<file path="config.mk">
export PLATFORM = sky130hd
export DESIGN_NAME = tap_bank_select_flat
export DESIGN_NICKNAME = d
export VERILOG_FILES = /design/src/rtl/tap_bank_select_pkg.sv /design/src/rtl/tap_bank_select_if.sv /design/src/rtl/tap_bank_select_skid_reg.sv /design/src/rtl/tap_bank_select.sv /design/src/flat_wrapper.sv
export SDC_FILE = /design/constraint.sdc
export NUM_CORES = 1
export LEC_CHECK = 0
export CAP_MARGIN = 10
export CELL_PAD_IN_SITES_DETAIL_PLACEMENT = 0
export CELL_PAD_IN_SITES_GLOBAL_PLACEMENT = 1
export CORE_UTILIZATION = 39
export CTS_BUF_LIST = sky130_fd_sc_hd__clkbuf_4 sky130_fd_sc_hd__clkbuf_8 sky130_fd_sc_hd__clkbuf_16
export CTS_CLUSTER_SIZE = 10
export DETAILED_ROUTE_END_ITERATION = 16
export PLACE_DENSITY_LB_ADDON = 0.1
export SLEW_MARGIN = 20
export SYNTH_ARGS = -nofsm -noshare
export SYNTH_HDL_FRONTEND = slang
export SYNTH_SLANG_ARGS = --single-unit
</file>
<file path="constraint.sdc">
create_clock -name clk -period 10.15 [get_ports clk]
set_input_delay 2.03 -clock clk [delete_from_list [all_inputs] [get_ports clk]]
set_output_delay 2.03 -clock clk [all_outputs]
set_load 0.1 [all_outputs]
</file>
<file path="src/rtl/tap_bank_select_pkg.sv">
// tap_bank_select_pkg
// Shared helpers for the tap bank selector. Window generators, the selector
// and the MAC array all use these so that they agree on how taps and banks
// are packed into the flat data buses.
//   sel_width : width of a bank index for a given bank count
//   tap_lsb   : lsb of tap t of bank b in a flat {bank, tap} bus
//   bank_lsb  : lsb of the first tap of bank b in a flat {bank, tap} bus
package tap_bank_select_pkg;

   // A bank index needs at least one bit, even for the degenerate case.
   function automatic int sel_width(input int banks);
      return (banks < 2) ? 1 : $clog2(banks);
   endfunction

   // Bank b, tap t sits at [(b*taps + t)*width +: width].
   function automatic int tap_lsb(input int bank, input int tap, input int taps, input int width);
      return (bank * taps + tap) * width;
   endfunction

   // A whole bank is taps*width contiguous bits, tap 0 at the bottom.
   function automatic int bank_lsb(input int bank, input int taps, input int width);
      return bank * taps * width;
   endfunction

endpackage

</file>
<file path="src/rtl/tap_bank_select_if.sv">
// tap_bank_select_if
// Upstream/downstream bundle of the tap bank selector.
//   in_data   : BANKS*TAPS*WIDTH candidate taps from the window generator
//   in_sel    : bank index for this beat (ignored in round-robin mode)
//   in_valid  : upstream beat valid
//   in_ready  : selector can take a beat (registered, equals skid empty)
//   ptr_clr   : clear of the round-robin pointer
//   out_data  : TAPS*WIDTH selected taps
//   out_bank  : bank that produced out_data
//   out_valid : output beat valid
//   out_ready : downstream accepts the beat
//   sel_err   : sticky flag, an out-of-range in_sel was accepted
// master is the side that drives beats in and takes them out (the
// surrounding datapath); slave is the selector itself.
interface tap_bank_select_if
   import tap_bank_select_pkg::*;
#(
   parameter int WIDTH = 17,
   parameter int TAPS  = 4,
   parameter int BANKS = 2,
   parameter int SEL_W = sel_width(BANKS)
);

   logic [BANKS*TAPS*WIDTH-1:0] in_data;
   logic [SEL_W-1:0]            in_sel;
   logic                        in_valid;
   logic                        in_ready;
   logic                        ptr_clr;
   logic [TAPS*WIDTH-1:0]       out_data;
   logic [SEL_W-1:0]            out_bank;
   logic                        out_valid;
   logic                        out_ready;
   logic                        sel_err;

   modport master (
      output in_data, in_sel, in_valid, ptr_clr, out_ready,
      input  in_ready, out_data, out_bank, out_valid, sel_err
   );

   modport slave (
      input  in_data, in_sel, in_valid, ptr_clr, out_ready,
      output in_ready, out_data, out_bank, out_valid, sel_err
   );

endinterface

</file>
<file path="src/rtl/tap_bank_select_skid_reg.sv">
// skid_reg
// Generic two-entry valid/ready register stage: a main output register plus
// one skid entry. Every output is a flop, so there is no combinational path
// from in_* to out_* nor from out_ready to in_ready.
//   clk, reset          : clock, asynchronous active-high reset
//   in_data/valid/ready : upstream side, in_ready is "skid empty"
//   out_data/valid/ready: downstream side
module skid_reg #(
   parameter int WIDTH = 8
) (
   input  logic             clk,
   input  logic             reset,
   input  logic [WIDTH-1:0] in_data,
   input  logic             in_valid,
   output logic             in_ready,
   output logic [WIDTH-1:0] out_data,
   output logic             out_valid,
   input  logic             out_ready
);

   logic [WIDTH-1:0] out_q;
   logic [WIDTH-1:0] skid_q;
   logic             out_valid_q;
   logic             skid_valid_q;
   logic             skid_valid_d;
   logic             in_ready_q;
   logic             accept;
   logic             load_out;

   assign accept   = in_valid & in_ready_q;
   assign load_out = ~out_valid_q | out_ready;

   // Next skid occupancy. Whenever the output register can load, the skid
   // (if full) is the oldest beat and moves forward, so the skid ends up
   // empty; a new beat only lands in the skid while the output is stalled.
   // in_ready_q is never high with the skid full, so no overwrite can occur.
   always_comb begin
      skid_valid_d = skid_valid_q;
      if (load_out) begin
         skid_valid_d = 1'b0;
      end else if (accept) begin
         skid_valid_d = 1'b1;
      end
   end

   // Data movement. Priority skid -> output over input -> output keeps
   // order. in_ready is held low through reset and rises on the first edge
   // afterwards because the skid is empty then.
   always_ff @(posedge clk or posedge reset) begin
      if (reset) begin
         out_q        <= '0;
         skid_q       <= '0;
         out_valid_q  <= 1'b0;
         skid_valid_q <= 1'b0;
         in_ready_q   <= 1'b0;
      end else begin
         if (load_out) begin
            if (skid_valid_q) begin
               out_q       <= skid_q;
               out_valid_q <= 1'b1;
            end else if (accept) begin
               out_q       <= in_data;
               out_valid_q <= 1'b1;
            end else begin
               out_valid_q <= 1'b0;
            end
         end else if (accept) begin
            skid_q <= in_data;
         end
         skid_valid_q <= skid_valid_d;
         in_ready_q   <= ~skid_valid_d;
      end
   end

   assign in_ready  = in_ready_q;
   assign out_data  = out_q;
   assign out_valid = out_valid_q;

endmodule

</file>
<file path="src/rtl/tap_bank_select.sv">
// tap_bank_select
// Picks one of BANKS groups of TAPS samples per beat and forwards it, with
// the bank index, through a registered valid/ready stage with a skid entry.
// Feeds the bicubic MAC array from the pixel/coefficient window generators.
//   clk, reset : clock, asynchronous active-high reset
//   bus        : slave side of tap_bank_select_if (beats, select, pointer
//                clear, selected output, sticky select error)
// AUTO = 0 takes the bank from in_sel; AUTO = 1 uses an internal
// round-robin pointer and ignores in_sel.
module tap_bank_select
   import tap_bank_select_pkg::*;
#(
   parameter int WIDTH = 17,
   parameter int TAPS  = 4,
   parameter int BANKS = 2,
   parameter int AUTO  = 0,
   parameter int SEL_W = sel_width(BANKS)
) (
   input logic              clk,
   input logic              reset,
   tap_bank_select_if.slave bus
);

   localparam int BANK_W  = TAPS * WIDTH;
   localparam int ENTRY_W = SEL_W + BANK_W;

   logic [SEL_W-1:0]   ptr_q;
   logic [SEL_W-1:0]   bank_sel;
   logic               sel_bad;
   logic               sel_err_q;
   logic               in_ready;
   logic               accept;
   logic [BANK_W-1:0]  bank_data;
   logic [ENTRY_W-1:0] skid_out;

   assign accept = bus.in_valid & in_ready;

   // Bank choice for the beat on the input. An out-of-range explicit select
   // falls back to bank 0 so the MAC array always sees real samples.
   always_comb begin
      sel_bad  = 1'b0;
      bank_sel = '0;
      if (AUTO != 0) begin
         bank_sel = ptr_q;
      end else if (int'(bus.in_sel) >= BANKS) begin
         sel_bad = 1'b1;
      end else begin
         bank_sel = bus.in_sel;
      end
   end

   // Bank mux: the chosen bank's taps are already in output order, so the
   // whole bank slice is forwarded untouched.
   always_comb begin
      bank_data = bus.in_data[BANK_W-1:0];
      for (int b = 1; b < BANKS; b++) begin
         if (int'(bank_sel) == b) begin
            bank_data = bus.in_data[bank_lsb(b, TAPS, WIDTH) +: BANK_W];
         end
      end
   end

   // Round-robin pointer. A clear on the same edge as an accept lets that
   // beat use the current pointer, then restarts from 0 (clear beats
   // increment).
   always_ff @(posedge clk or posedge reset) begin
      if (reset) begin
         ptr_q <= '0;
      end else if (AUTO != 0) begin
         if (bus.ptr_clr) begin
            ptr_q <= '0;
         end else if (accept) begin
            ptr_q <= (ptr_q == SEL_W'(BANKS - 1)) ? '0 : ptr_q + SEL_W'(1);
         end
      end
   end

   // Sticky select error, only cleared by reset.
   always_ff @(posedge clk or posedge reset) begin
      if (reset) begin
         sel_err_q <= 1'b0;
      end else if (accept && sel_bad) begin
         sel_err_q <= 1'b1;
      end
   end

   skid_reg #(
      .WIDTH(ENTRY_W)
   ) u_skid (
      .clk      (clk),
      .reset    (reset),
      .in_data  ({bank_sel, bank_data}),
      .in_valid (bus.in_valid),
      .in_ready (in_ready),
      .out_data (skid_out),
      .out_valid(bus.out_valid),
      .out_ready(bus.out_ready)
   );

   assign bus.in_ready = in_ready;
   assign bus.out_bank = skid_out[ENTRY_W-1 -: SEL_W];
   assign bus.out_data = skid_out[BANK_W-1:0];
   assign bus.sel_err  = sel_err_q;

endmodule

</file>
<file path="src/flat_wrapper.sv">
// flat-port wrapper written by rule: the top's interface ports become plain ports
module tap_bank_select_flat import tap_bank_select_pkg::*;
#(
   parameter int WIDTH = 17,
   parameter int TAPS  = 4,
   parameter int BANKS = 2,
   parameter int AUTO  = 0,
   parameter int SEL_W = sel_width(BANKS)
)
  (clk, reset, bus_in_data, bus_in_sel, bus_in_valid, bus_ptr_clr, bus_out_ready, bus_in_ready, bus_out_data, bus_out_bank, bus_out_valid, bus_sel_err);
  tap_bank_select_if #(.WIDTH(WIDTH), .TAPS(TAPS), .BANKS(BANKS), .SEL_W(SEL_W)) bus_i ();
  input logic clk;
  input logic reset;
  input wire logic [$bits(bus_i.in_data)-1:0] bus_in_data;
  input wire logic [$bits(bus_i.in_sel)-1:0] bus_in_sel;
  input wire logic [$bits(bus_i.in_valid)-1:0] bus_in_valid;
  input wire logic [$bits(bus_i.ptr_clr)-1:0] bus_ptr_clr;
  input wire logic [$bits(bus_i.out_ready)-1:0] bus_out_ready;
  output wire logic [$bits(bus_i.in_ready)-1:0] bus_in_ready;
  output wire logic [$bits(bus_i.out_data)-1:0] bus_out_data;
  output wire logic [$bits(bus_i.out_bank)-1:0] bus_out_bank;
  output wire logic [$bits(bus_i.out_valid)-1:0] bus_out_valid;
  output wire logic [$bits(bus_i.sel_err)-1:0] bus_sel_err;
  assign bus_i.in_data = bus_in_data;
  assign bus_i.in_sel = bus_in_sel;
  assign bus_i.in_valid = bus_in_valid;
  assign bus_i.ptr_clr = bus_ptr_clr;
  assign bus_i.out_ready = bus_out_ready;
  assign bus_in_ready = bus_i.in_ready;
  assign bus_out_data = bus_i.out_data;
  assign bus_out_bank = bus_i.out_bank;
  assign bus_out_valid = bus_i.out_valid;
  assign bus_sel_err = bus_i.sel_err;
  tap_bank_select #(.WIDTH(WIDTH), .TAPS(TAPS), .BANKS(BANKS), .AUTO(AUTO), .SEL_W(SEL_W)) u_core (.clk(clk), .reset(reset), .bus(bus_i));
endmodule
</file>
# Yosys cells after proc, flatten, opt, wreduce, memory -nomap -nowiden
# Cells that the tools add are included.
# totals
reg_bits,141
latch_bits,0
ram_bits,0
rom_bits,0
in_bits,142
output_inout_bits,72
elab_cells,20
n_memories,0
# op_classes
addsub,0
multipliers,0
n_div,0
magnitude_cmp,0
eq_ne,0
n_shift,0
mux,7
bitwise_logic,5
reduce_logical,3
# ops
op,n
2-to-1 mux 69 bit,2
2-to-1 mux 68 bit,1
2-to-1 mux 1 bit,4
AND reduction 2 bit,2
inverter 1 bit,3
nonzero test 2 bit,1
bitwise AND 1 bit,1
OR 1 bit,1

# Logic depth before layout (Yosys ltp)
# Gate-level depths: netlist of run 1.
# depth
word_depth,4
depth_mapped,7
depth_no_buf,3

# By module
# Synthesis of run 1 repeated with hierarchy kept, for this count alone.
# hier_totals
hier_cells,457
hier_area_um2,7121.8
# by_module_without_submodules
module,n_inst,cells_each,area_each_um2,seq_area_each_um2
skid_reg,1,379,6197.2,3528.4
tap_bank_select,1,78,924.6,0.0

# Worst setup path before layout of run 1
# OpenSTA, ideal clock, no wires.
# synth_timing
path_type,input to register
from,input bus_in_sel
to,register u_core.u_skid.skid_q[10]
setup_ns,0.125
arrival_ns,2.962
t_required_ns,10.025
setup_slack_ns,7.064
stages,4
path_buffers,2
path_cell_list,buf_2 -> buf_2 -> mux2_2 -> mux2_2
# synth_between
elab_chain_cells,1
# synth_rtl
element,line_no,rtl
from (decl),flat_wrapper.sv:15,input wire logic [$bits(bus_i.in_sel)-1:0] bus_in_sel;
2-to-1 mux 68 bit,tap_bank_select.sv:57,if (int'(bank_sel) == b) begin
to (signal assigned),tap_bank_select_skid_reg.sv:68,skid_q <= in_data;
to (decl),tap_bank_select_skid_reg.sv:22,logic [WIDTH-1:0] skid_q;
# Every way passes these cells.
# A chain may end at the register's enable or synchronous reset.

# Worst setup path in the final report of run 1
# layout_timing
from,input bus_out_ready
to,"register u_core.u_skid.out_q[10], in the netlist u_core.u_skid.out_data[10]"
# layout_between
elab_chain_cells,2
# layout_rtl
element,line_no,rtl
from (decl),flat_wrapper.sv:18,input wire logic [$bits(bus_i.out_ready)-1:0] bus_out_ready;
OR 1 bit,tap_bank_select_skid_reg.sv:31,assign load_out = ~out_valid_q | out_ready;
AND reduction 2 bit (no line),--,
to (signal assigned),tap_bank_select_skid_reg.sv:59,out_q <= skid_q;
to (signal assigned),tap_bank_select_skid_reg.sv:62,out_q <= in_data;
to (decl),tap_bank_select_skid_reg.sv:21,logic [WIDTH-1:0] out_q;
# Every way passes these cells.

==> summary.md, run 1 <==
| Metric | Value |
|---|---|
| Yosys reg bits | approximately 140 |
| Die W | roughly 130 um |
| Vias per cell | just over 5 |
| Clk buf depth | 2 |
| Clock slew at reported path FFs | 0.06 ns |
| RSZ-0062 raised after global routing | false |
| Worst Hold Class | reg2reg |
| Combinational fraction of design power | between 40% and 50% |
| PD cells | roughly 270 nW/um2 |
| First-pass GRT wire length | 27,400 um |
| Die area | between 15,000 and 20,000 um2 |
| Startpoint type of the worst setup path | input pin |
| Via count | around 5,000 |
| Root buffer cell | clkbuf_16 |
| Sink Count | ~140 |
| FILL cells | between 1,000 and 1,500 |
| WP data required | around 10 ns |
| Largest net degree at the start of global routing | 84 |
| Yosys top cell area share | between 50% and 60% |
| Post-route worst setup slack | ~6 ns |
| Synth Flop Type | dfrtp_1 |
| Worst VDD drop | 0.123 mV |
| Post-CTS Repair Setup Buffers | 0 |
| Die H | 134 um |
| DP Worst Slack | around 5.5 ns |
| Fin. Hold Viols | 0 |
| Syn_nets | between 700 and 800 |
| Clock latency on the worst-skew pair | 0.40 ns |
| Slew margin rel. | between 20 and 30% |
| F_max | ~0.24 GHz |
| GRT Util Overall | around a fifth |
| IO buf count | approximately 210 |
| Total internal power | 0.00142 W |
| Outcome | completed |
| CTS tree | yes |
| Number of hold buffers added after CTS | 0 |
| Synth area leaders | dfrtp_1 52%, mux2_2 18%, mux2i_1 10% |
| Synthesized instance count | around 560 |
| Yosys cell types | 22 |
| Initial Utilization | roughly two fifths |
| Non-filler cells, final | roughly 980 |
| N_diodes | 0 |
| Final HPWL DP | approximately 10,000 um |
| Layout Skew | roughly 0.0059 ns |
| Worst-path fanout max | 71 |
| Htree depth | 4 |
| Avg WL per Cell | about 17 um |
| DRT iter0 DRCs | 237 |
| Top cells by count, synth | 141 x dfrtp_1, 117 x o21ai_0, 109 x mux2_2 |
| Number of flops mapped to enable cells by yosys | 0 |
| Gr ovfl total | 0 |
| Nets@finish | 888 |
| Post-Route WL | about 17,000 um |
| Seq pwr share | 31.6% |
| Sw power | between 0.001 and 0.0015 W |
| Syn. warnings | 0 |
| Biggest area consumer among synthesized cells | dfrtp_1 |
| Placed cells | roughly 950 |
| GP Congestion | 0.697 |
| Post-CTS Resized | 0 |
| Final antenna-violating net count | 0 |
| Crit path capture type | flop |
| Post-Syn Area | 6740 um2 |
| Num CTS Buffers | 17 |
| Max_cap viols | 0 |
| Vias in the first global route | around 5,400 |
| Row cnt | 47 |
| Register area share after synthesis | 52.3% |
| Leakage | between 4 and 5 nW |
| Critical Path AT | 4.42 ns |
| Critical path class | in2reg |
| Async S/R FF share, synth | 100% |
| Pins Over Slew Limit | 0 |
| Final setup TNS | 0 ns |
| IO Pins | 214 |
| Clk pwr share | 24.0% |
| Crit share post-route | 41.1% |
| Most frequent cell after synthesis | dfrtp_1 |
| Syn_area_per_cell | 12.1 um2 |
| Tmin final | between 4 and 5 ns |
| Synthesis-to-finish area growth | 41.5% |
| DR pass1 iterations | 4 |
| Switching Share | between 40% and 50% |
| DRC Markers | 0 |
| Core area | around 17,000 um2 |
| Fraction of layout cells with a size suffix above 1 | 20.2% |
| # setup viols final | 0 |
| Tightest Pin Transition | around 1.1 ns |
| Initial antenna violation count | 0 |
==> state kept, by name, indices dropped and copies added (netlist names) <==
| register | flops |
|---|---|
| u_core.u_skid.out_data | 69 |
| u_core.u_skid.skid_q | 69 |
| u_core.u_skid.in_ready | 1 |
| u_core.u_skid.out_valid | 1 |
| u_core.u_skid.skid_valid_q | 1 |
==> placed cells by master (no fill, tap or decap), types with 2 or more instances in the layout <==
cell type        count
inv_6                2
mux2i_1             69
mux2_2             109
clkinvlp_4           6
bufinv_16            2
a2111oi_0           14
nor2b_1             14
nand2b_1             2
clkdlybuf4s50_1    210
nand2_1             15
buf_4                7
o21ai_0            117
o21ai_1              7
clkbuf_16           17
clkinv_4             3
dfrtp_1            141
a21o_1              14
clkbuf_4             2
==> worst max-delay path: stages <==
cell and delay, ns:
clkdlybuf4s50_1 0.47, nor2b_4 0.12, buf_4 0.59, or2_2 0.39, buf_4 0.54, o21ai_0 0.20
==> cell type report <==
class / count / area, um2 / area share [%]
Tap cell: 220 / 275 / 2.88
Inverter: 3 / 17.5 / 0.184
Clock inverter: 12 / 140 / 1.47
Timing Repair Buffer: 217 / 2150 / 22.6
Multi-Input combinational cell: 366 / 2970 / 31.1
Clock buffer: 20 / 454 / 4.76
Sequential cell: 141 / 3530 / 37.0
==> power groups by stage <==
stage               Clock (W)  Combinational, W  Sequential (W)
floorplan                   0          0.000248         0.00141
global placement            0           0.00113        0.000810
detailed placement          0           0.00115        0.000820
CTS                  0.000631           0.00115        0.000811
global route         0.000654           0.00119        0.000832
finish               0.000616           0.00114        0.000810
==> through the flow <==
stage | hold WS (ns) | area, um2 | util [%] | power (W)
after global routing | 0.487 | 9540 | 56.9 | 0.00267
final | 0.477 | 9540 | 56.9 | 0.00256
after global placement | 0.461 | 8950 | 53.4 | 0.00194
after detailed placement | 0.466 | 8950 | 53.4 | 0.00196
after floorplan | 0.450 | 6740 | - | 0.00165
after CTS | 0.479 | 9540 | 56.9 | 0.00259
==> kinds of logic (layout without fill, tap and decap cells) <==
kind of cell | count (synthesis) | after routing | share of synthesized area, %
AOI/OAI and AO/OA | 153 | 153 | 12.7
buffers and inverters | 52 | 252 | 3.84
DFF | 141 | 141 | 52.3
muxes | 178 | 178 | 28.4
other | 1 | 1 | 0.0556
and+or+nand+nor | 34 | 34 | 2.63
==> metal layers <==
| layer | GRT usage [%] | share of wire (%) | up-vias |
|---|---|---|---|
| li1 | - | - | 2395 |
| met1 | 23.7 | 43 | 2496 |
| met2 | 34.2 | 51 | 144 |
| met3 | 5.02 | 5.4 | 6 |
| met4 | 6.31 | 0.64 | 0 |
| met5 | 0 | 0 | - |
==> final timing paths <==
path	slack [ns]	from	end	depth (start not counted)
worst max register to register	7.30	u_core.u_skid.skid_valid_q	u_core.u_skid.out_data[57]	4
worst min register to register	0.48	u_core.u_skid.out_data[54]	u_core.u_skid.out_data[54]	1
worst max-delay path	5.98	bus_out_ready	u_core.u_skid.out_data[10]	6
min in group asynchronous	2.10	reset	u_core.u_skid.out_data[33]	2
worst min-delay path	0.48	u_core.u_skid.out_data[54]	u_core.u_skid.out_data[54]	1
max in group asynchronous	6.69	reset	u_core.u_skid.out_data[66]	3
No activity file was read; power rests on OpenSTA's default activity.
==> run 2, diff against run 1 <==
- CORE_UTILIZATION: 39 -> 33
- clock period: 10.15 -> 3.8 ns (I/O delays scaled with it)
==> summary.md, run 2 (synthesis gave the netlist of run 1 again) <==
| Metric | Value |
|---|---|
| Post-CTS Repair Setup Buffers | 0 (unchanged) |
| IO buf count | 211 (unchanged) |
| Gr ovfl total | 0 (unchanged) |
| Crit-path max cell delay | 1.21 ns (was 0.59 ns) |
| GP Congestion | 0.753 (was 0.697) |
| Initial antenna violation count | 0 (unchanged) |
| Commonest non-fill, non-tap cells in the layout | 210 x clkdlybuf4s50_1, 141 x dfrtp_1, 117 x o21ai_0 (unchanged) |
| Crit share post-route | about three quarters |
| Critical Path AT | 2.03 ns (was 4.42 ns) |
| Clock latency on the worst-skew pair | 0.41 ns (was 0.40 ns) |
| GRT Util Overall | 17.5% (was 19.7%) |
| Leakage | 4.24 nW (was 4.21 nW) |
| Clk buf depth | 2 (unchanged) |
| Tmin final | between 2 and 3 ns |
| Layout Skew | 0.0104 ns (was 0.00588 ns) |
| Design Area, Final | 9640 um2 (was 9540 um2) |
| Worst VDD drop | 0.362 mV (was 0.123 mV) |
| Crit-path cells | clkdlybuf4s50_1 (was clkdlybuf4s50_1 > nor2b_4 > buf_4 > or2_2 > buf_4 > o21ai_0) |
| Slew margin rel. | 30.9% (was 29.6%) |
| Avg WL per Cell | 17.4 um (was 17.3 um) |
| DR pass1 iterations | 4 (unchanged) |
| Via count | 5,142 (was 5,041) |
| Total internal power | 0.00381 W (was 0.00142 W) |
| Fraction of layout cells with a size suffix above 1 | 20.6% (was 20.2%) |
| Post-CTS Resized | 0 (unchanged) |
| Crit-path slowest cell | clkdlybuf4s50_1 (was buf_4) |
| Startpoint type of the worst setup path | flop (was input pin) |
| Htree depth | 4 (unchanged) |
| Final setup TNS | 0 ns (unchanged) |
| Worst-path fanout max | 3 (was 71) |
| Root buffer cell | clkbuf_16 (unchanged) |
| Final HPWL DP | 11,400 um (was 10,400 um) |
| DRC Markers | 0 (unchanged) |
| Fin. Hold Viols | 0 (unchanged) |
| Worst Hold Class | reg2reg (unchanged) |
| Non-filler cells, final | 1,028 (was 979) |
| Placed cells | 997 (was 947) |
| Tightest Pin Transition | 1.03 ns (was 1.06 ns) |
| Sink Count | 141 (unchanged) |
| Row cnt | 51 (was 47) |
| Combinational fraction of design power | 44.6% (was 44.3%) |
| Vias per cell | 5.00 (was 5.15) |
| F_max | 0.359 GHz |
| Sw power | 0.00303 W (was 0.00114 W) |
| Worst Path Buf+Inv | 1 (was 3) |
| Area after DPL | 9060 um2 (was 8950 um2) |
| N_diodes | 0 (unchanged) |
| CTS tree | yes (unchanged) |
| First-pass GRT wire length | 29,200 um (was 27,400 um) |
| Core area | 19,700 um2 (was 16,800 um2) |
| Synthesis-to-finish area growth | 43.0% (was 41.5%) |
| Die area | 21,000 um2 (was 17,800 um2) |
| Nets@finish | 893 (was 888) |
| IO Pins | 214 (unchanged) |
| Initial Utilization | 34.2% (was 40.2%) |
| Die H | 145 um (was 134 um) |
| Outcome | completed (unchanged) |
| Hold WS | 0.476 ns (was 0.477 ns) |
| Seq pwr share | 31.7% (was 31.6%) |
| Delay-heaviest family, CP | buffers and inverters (unchanged) |
| Max_cap viols | 0 (unchanged) |
| PD cells | 709 nW/um2 (was 268 nW/um2) |
| Number of hold buffers added after CTS | 0 (unchanged) |
| Switching Share | 44.3% (was 44.4%) |
| Num CTS Buffers | 17 (unchanged) |
| # setup viols final | 0 (unchanged) |
| Pins Over Slew Limit | 0 (unchanged) |
| Leading cell type in the layout, fill and taps excluded | clkdlybuf4s50_1 (unchanged) |
| Clk pwr share | 23.7% (was 24.0%) |
| Critical path class | reg2out (was in2reg) |
| Die W | 145 um (was 134 um) |
| Post-Route WL | 17,900 um (was 16,900 um) |
| Final antenna-violating net count | 0 (unchanged) |
| RSZ-0062 raised after global routing | false (unchanged) |
| Crit path capture type | primary output (was flop) |
| Largest net degree at the start of global routing | 72 (was 84) |
| Vias in the first global route | 5,450 (was 5,365) |
| WP data required | 3.04 ns (was 10.40 ns) |
| Clock slew at reported path FFs | 0.06 ns (about the same) |
| DRT iter0 DRCs | 152 (was 237) |
-- run 2: cell count changes in the layout (fill, tap and decap cells not counted), sizes merged --
cell,previous run,this run
buf,7,12
clkinv,4,6
inv,3,1
clkinvlp,6,5
-- run 2: layer usage --
metal | track usage, % | share of wire (%) | vias up
li1 | - | - | 2405
met5 | 0 | 0 | -
met2 | 29.5 | 49 | 146
met4 | 3.99 | 0.51 | 0
met3 | 4.94 | 6.2 | 8
met1 | 22.1 | 44 | 2583
-- run 2: through the flow --
stage	power [W]	util, %	setup slack (ns)
4_1_cts	0.00691	48.9	0.983
2_1_floorplan	0.00442	-	1.28
6_report	0.00684	48.9	1.01
5_1_grt	0.00715	48.9	0.956
3_3_place_gp	0.00521	46.0	0.977
3_5_place_dp	0.00526	46.0	0.977
-- run 2: cell type report --
class	count	area (um2)
Multi-Input combinational cell	366	2970
Fill cell	1806	10100
Tap cell	265	332
Clock inverter	11	119
Sequential cell	141	3530
Timing Repair Buffer	222	2220
Clock buffer	20	460
Inverter	3	16.3
-- run 2: worst paths after layout --
check                                            from                    endpoint  slack (ns)  cells after the start
max                            u_core.u_skid.in_ready                bus_in_ready        1.01                      1
min                        u_core.u_skid.out_data[67]  u_core.u_skid.out_data[67]        0.48                      1
max reg2reg                u_core.u_skid.skid_valid_q  u_core.u_skid.out_data[38]        1.46                      4
min reg2reg                u_core.u_skid.out_data[67]  u_core.u_skid.out_data[67]        0.48                      1
max in group asynchronous                       reset    u_core.u_skid.skid_q[44]        2.15                      3
min in group asynchronous                       reset  u_core.u_skid.out_data[29]        0.84                      2
-- run 2: power by group through the flow --
stage | registers (W) | logic [W] | clock network [W]
6_report | 0.00217 | 0.00305 | 0.00162
3_3_place_gp | 0.00217 | 0.00304 | 0
5_1_grt | 0.00223 | 0.00318 | 0.00173
3_5_place_dp | 0.00219 | 0.00307 | 0
2_1_floorplan | 0.00375 | 0.000663 | 0
4_1_cts | 0.00217 | 0.00308 | 0.00166
==> run 3, diff against run 2 <==
- clock period: 3.8 -> 2.5 ns (I/O delays scaled with it)
==> summary.md, run 3 (synthesis gave the netlist of run 1 again) <==
| Metric | Value |
|---|---|
| Outcome | completed (unchanged) |
| Max_cap viols | 0 (unchanged) |
| Vias per cell | 5.01 (was 5.00) |
| Post-Route WL | 17,900 um (about the same) |
| Initial Utilization | 34.2% (unchanged) |
| Design Area, Final | 9660 um2 (was 9640 um2) |
| Leading cell type in the layout, fill and taps excluded | dfrtp_1 (was clkdlybuf4s50_1) |
| Clock slew at reported path FFs | 0.06 ns (about the same) |
| Pins Over Slew Limit | 0 (unchanged) |
| IO Pins | 214 (unchanged) |
| Layout Skew | 0.00643 ns (was 0.0104 ns) |
| Min-Delay Endpoint | u_core.u_skid.skid_q[54] (was u_core.u_skid.out_data[67]) |
| Crit-path slowest cell | dfrtp_1 (was clkdlybuf4s50_1) |
| First-pass GRT wire length | 29,100 um (was 29,200 um) |
| Gr ovfl total | 0 (unchanged) |
| Worst Hold Class | reg2reg (unchanged) |
| Critical Path AT | 2.15 ns (was 2.03 ns) |
| CTS tree | yes (unchanged) |
| Avg WL per Cell | 17.3 um (was 17.4 um) |
| Post-CTS Repair Setup Buffers | 0 (unchanged) |
| Startpoint type of the worst setup path | flop (unchanged) |
| Clock latency on the worst-skew pair | 0.41 ns (about the same) |
| GP Congestion | 0.748 (was 0.753) |
| Crit path capture type | flop (was primary output) |
| PD cells | 1110 nW/um2 (was 709 nW/um2) |
| Die H | 145 um (unchanged) |
| Worst Hold Path Cells | 2 (was 1) |
| DR pass1 iterations | 4 (unchanged) |
| Core area | 19,700 um2 (unchanged) |
| Tmin final | 1.88 ns |
| GRT Util Overall | 17.4% (was 17.5%) |
| Initial antenna violation count | 0 (unchanged) |
| Switching Share | 43.4% (was 44.3%) |
| Crit share post-route | roughly three quarters |
| Clk pwr share | 27.0% (was 23.7%) |
| Slew margin rel. | 56.8% (was 30.9%) |
| WP data required | 2.77 ns (was 3.04 ns) |
| Die W | 145 um (unchanged) |
| Via count | 5,171 (was 5,142) |
| Reg2reg path depth | 5 (was 4) |
| Final HPWL DP | 11,500 um (was 11,400 um) |
| # setup viols final | 0 (unchanged) |
| Clk buf depth | 2 (unchanged) |
| Most frequent CP cell | buf_4 |
| R2R Path End | u_core.u_skid.out_data[27] (was u_core.u_skid.out_data[38]) |
| Seq pwr share | 30.8% (was 31.7%) |
| Worst-path fanout max | 19 (was 3) |
| Crit-path max cell delay | 0.62 ns (was 1.21 ns) |
| Final antenna-violating net count | 0 (unchanged) |
| N_diodes | 0 (unchanged) |
| Crit-path cells | clkinv_2 > buf_4 > buf_4 > mux2i_1 > o21ai_0 (was clkdlybuf4s50_1) |
| Leakage | 4.41 nW (was 4.24 nW) |
| Nets@finish | 897 (was 893) |
| Root buffer cell | clkbuf_16 (unchanged) |
| DRT iter0 DRCs | 179 (was 152) |
| Fin. Hold Viols | 0 (unchanged) |
| Combinational fraction of design power | 42.2% (was 44.6%) |
| Worst Path Buf+Inv | 3 (was 1) |
| DRC Markers | 0 (unchanged) |
| Vias in the first global route | 5,485 (was 5,450) |
| Post-CTS Resized | 0 (unchanged) |
| Synthesis-to-finish area growth | 43.2% (was 43.0%) |
| Number of hold buffers added after CTS | 0 (unchanged) |
| RSZ-0062 raised after global routing | false (unchanged) |
| FILL cells | 1,757 (was 1,806) |
| Fraction of layout cells with a size suffix above 1 | 30.3% (was 20.6%) |
| Commonest non-fill, non-tap cells in the layout | 141 x dfrtp_1, 139 x clkdlybuf4s50_1, 117 x o21ai_0 (was 210 x clkdlybuf4s50_1, 141 x dfrtp_1, 117 x o21ai_0) |
| Htree depth | 4 (unchanged) |
| F_max | roughly 0.53 GHz |
| Reg-to-reg slack, setup | 0.62 ns (was 1.46 ns) |
| Total internal power | 0.00608 W (was 0.00381 W) |
| Num CTS Buffers | 17 (unchanged) |
| Row cnt | 51 (unchanged) |
| Area after DPL | 8980 um2 (was 9060 um2) |
| Sw power | 0.00467 W (was 0.00303 W) |
| Die area | 21,000 um2 (unchanged) |
| Worst VDD drop | 0.503 mV (was 0.362 mV) |
| Tightest Pin Transition | 0.647 ns (was 1.03 ns) |
| Largest net degree at the start of global routing | 86 (was 72) |
| Worst R2R Start | u_core.u_skid.skid_valid_q (unchanged) |
| Hold path startpoint | u_core.u_skid.skid_q[54] (was u_core.u_skid.out_data[67]) |
| Critical path class | reg2reg (was reg2out) |
| Sink Count | 141 (unchanged) |
| Final setup TNS | 0 ns (unchanged) |
| Delay-heaviest family, CP | buffers and inverters (unchanged) |
| IO buf count | 211 (unchanged) |
==> run 3: changes by cell type in the layout (fill, tap and decap cells not counted), sizes merged <==
cell	before	now
inv	1	2
clkbuf	20	19
buf	12	87
bufinv	2	6
clkdlybuf4s50	210	139
clkinv	6	5
clkinvlp	5	3
==> run 3: stage by stage <==
| stage | worst slack, ns | power [W] | util, % | hold slack, ns | std cells |
|---|---|---|---|---|---|
| after global routing | 0.492 | 0.0112 | 49.0 | 0.500 | 1033 |
| final | 0.618 | 0.0107 | 49.0 | 0.480 | 1033 |
| after detailed placement | 0.368 | 0.00792 | 45.5 | 0.471 | 1001 |
| after global placement | 0.384 | 0.00783 | 45.5 | 0.464 | 1001 |
| after floorplan | 0.237 | 0.00671 | - | 0.450 | 559 |
| after CTS | 0.606 | 0.0109 | 49.0 | 0.484 | 1033 |
==> run 3: worst max-delay path by stage <==
stage,start,to,slack (ns),depth (start not counted)
detailed placement,bus_out_ready,u_core.u_skid.skid_q[26],0.37,4
floorplan,reset,u_core.u_skid.in_ready,0.24,1
global placement,bus_out_ready,u_core.u_skid.skid_q[27],0.38,4
CTS,u_core.u_skid.skid_valid_q,u_core.u_skid.out_data[31],0.61,5
finish,u_core.u_skid.skid_valid_q,u_core.u_skid.out_data[27],0.62,5
global route,u_core.u_skid.skid_valid_q,u_core.u_skid.out_data[33],0.49,5
==> run 3: final cells by class <==
type / instances / area, um2 / share of cell area [%]
Timing Repair Buffer: 226 / 2130 / 22.1
Multi-Input combinational cell: 366 / 2970 / 30.8
Tap cell: 265 / 332 / 3.43
Clock buffer: 19 / 440 / 4.56
Clock inverter: 13 / 239 / 2.47
Sequential cell: 141 / 3530 / 36.5
Inverter: 3 / 16.3 / 0.168
==> run 3: tightest hold or removal path: stages (launching register included) <==
cell,delay [ns]
dfrtp_1,0.34
nand2_1,0.04
o21ai_0,0.06
==> run 3: power by group through the flow <==
stage          clock network (W)  logic, W  registers (W)
5_1_grt                  0.00306   0.00474        0.00340
2_1_floorplan                  0   0.00101        0.00571
6_report                 0.00290   0.00454        0.00331
4_1_cts                  0.00296   0.00459        0.00331
3_5_place_dp                   0   0.00458        0.00334
3_3_place_gp                   0   0.00453        0.00331
==> run 3: metal layers <==
layer	share of wire, %	up-vias	GRT usage, %
met2	48	172	29.1
met1	45	2576	22.0
met4	1.0	0	5.69
li1	-	2411	-
met3	5.8	12	4.09
met5	0	-	0
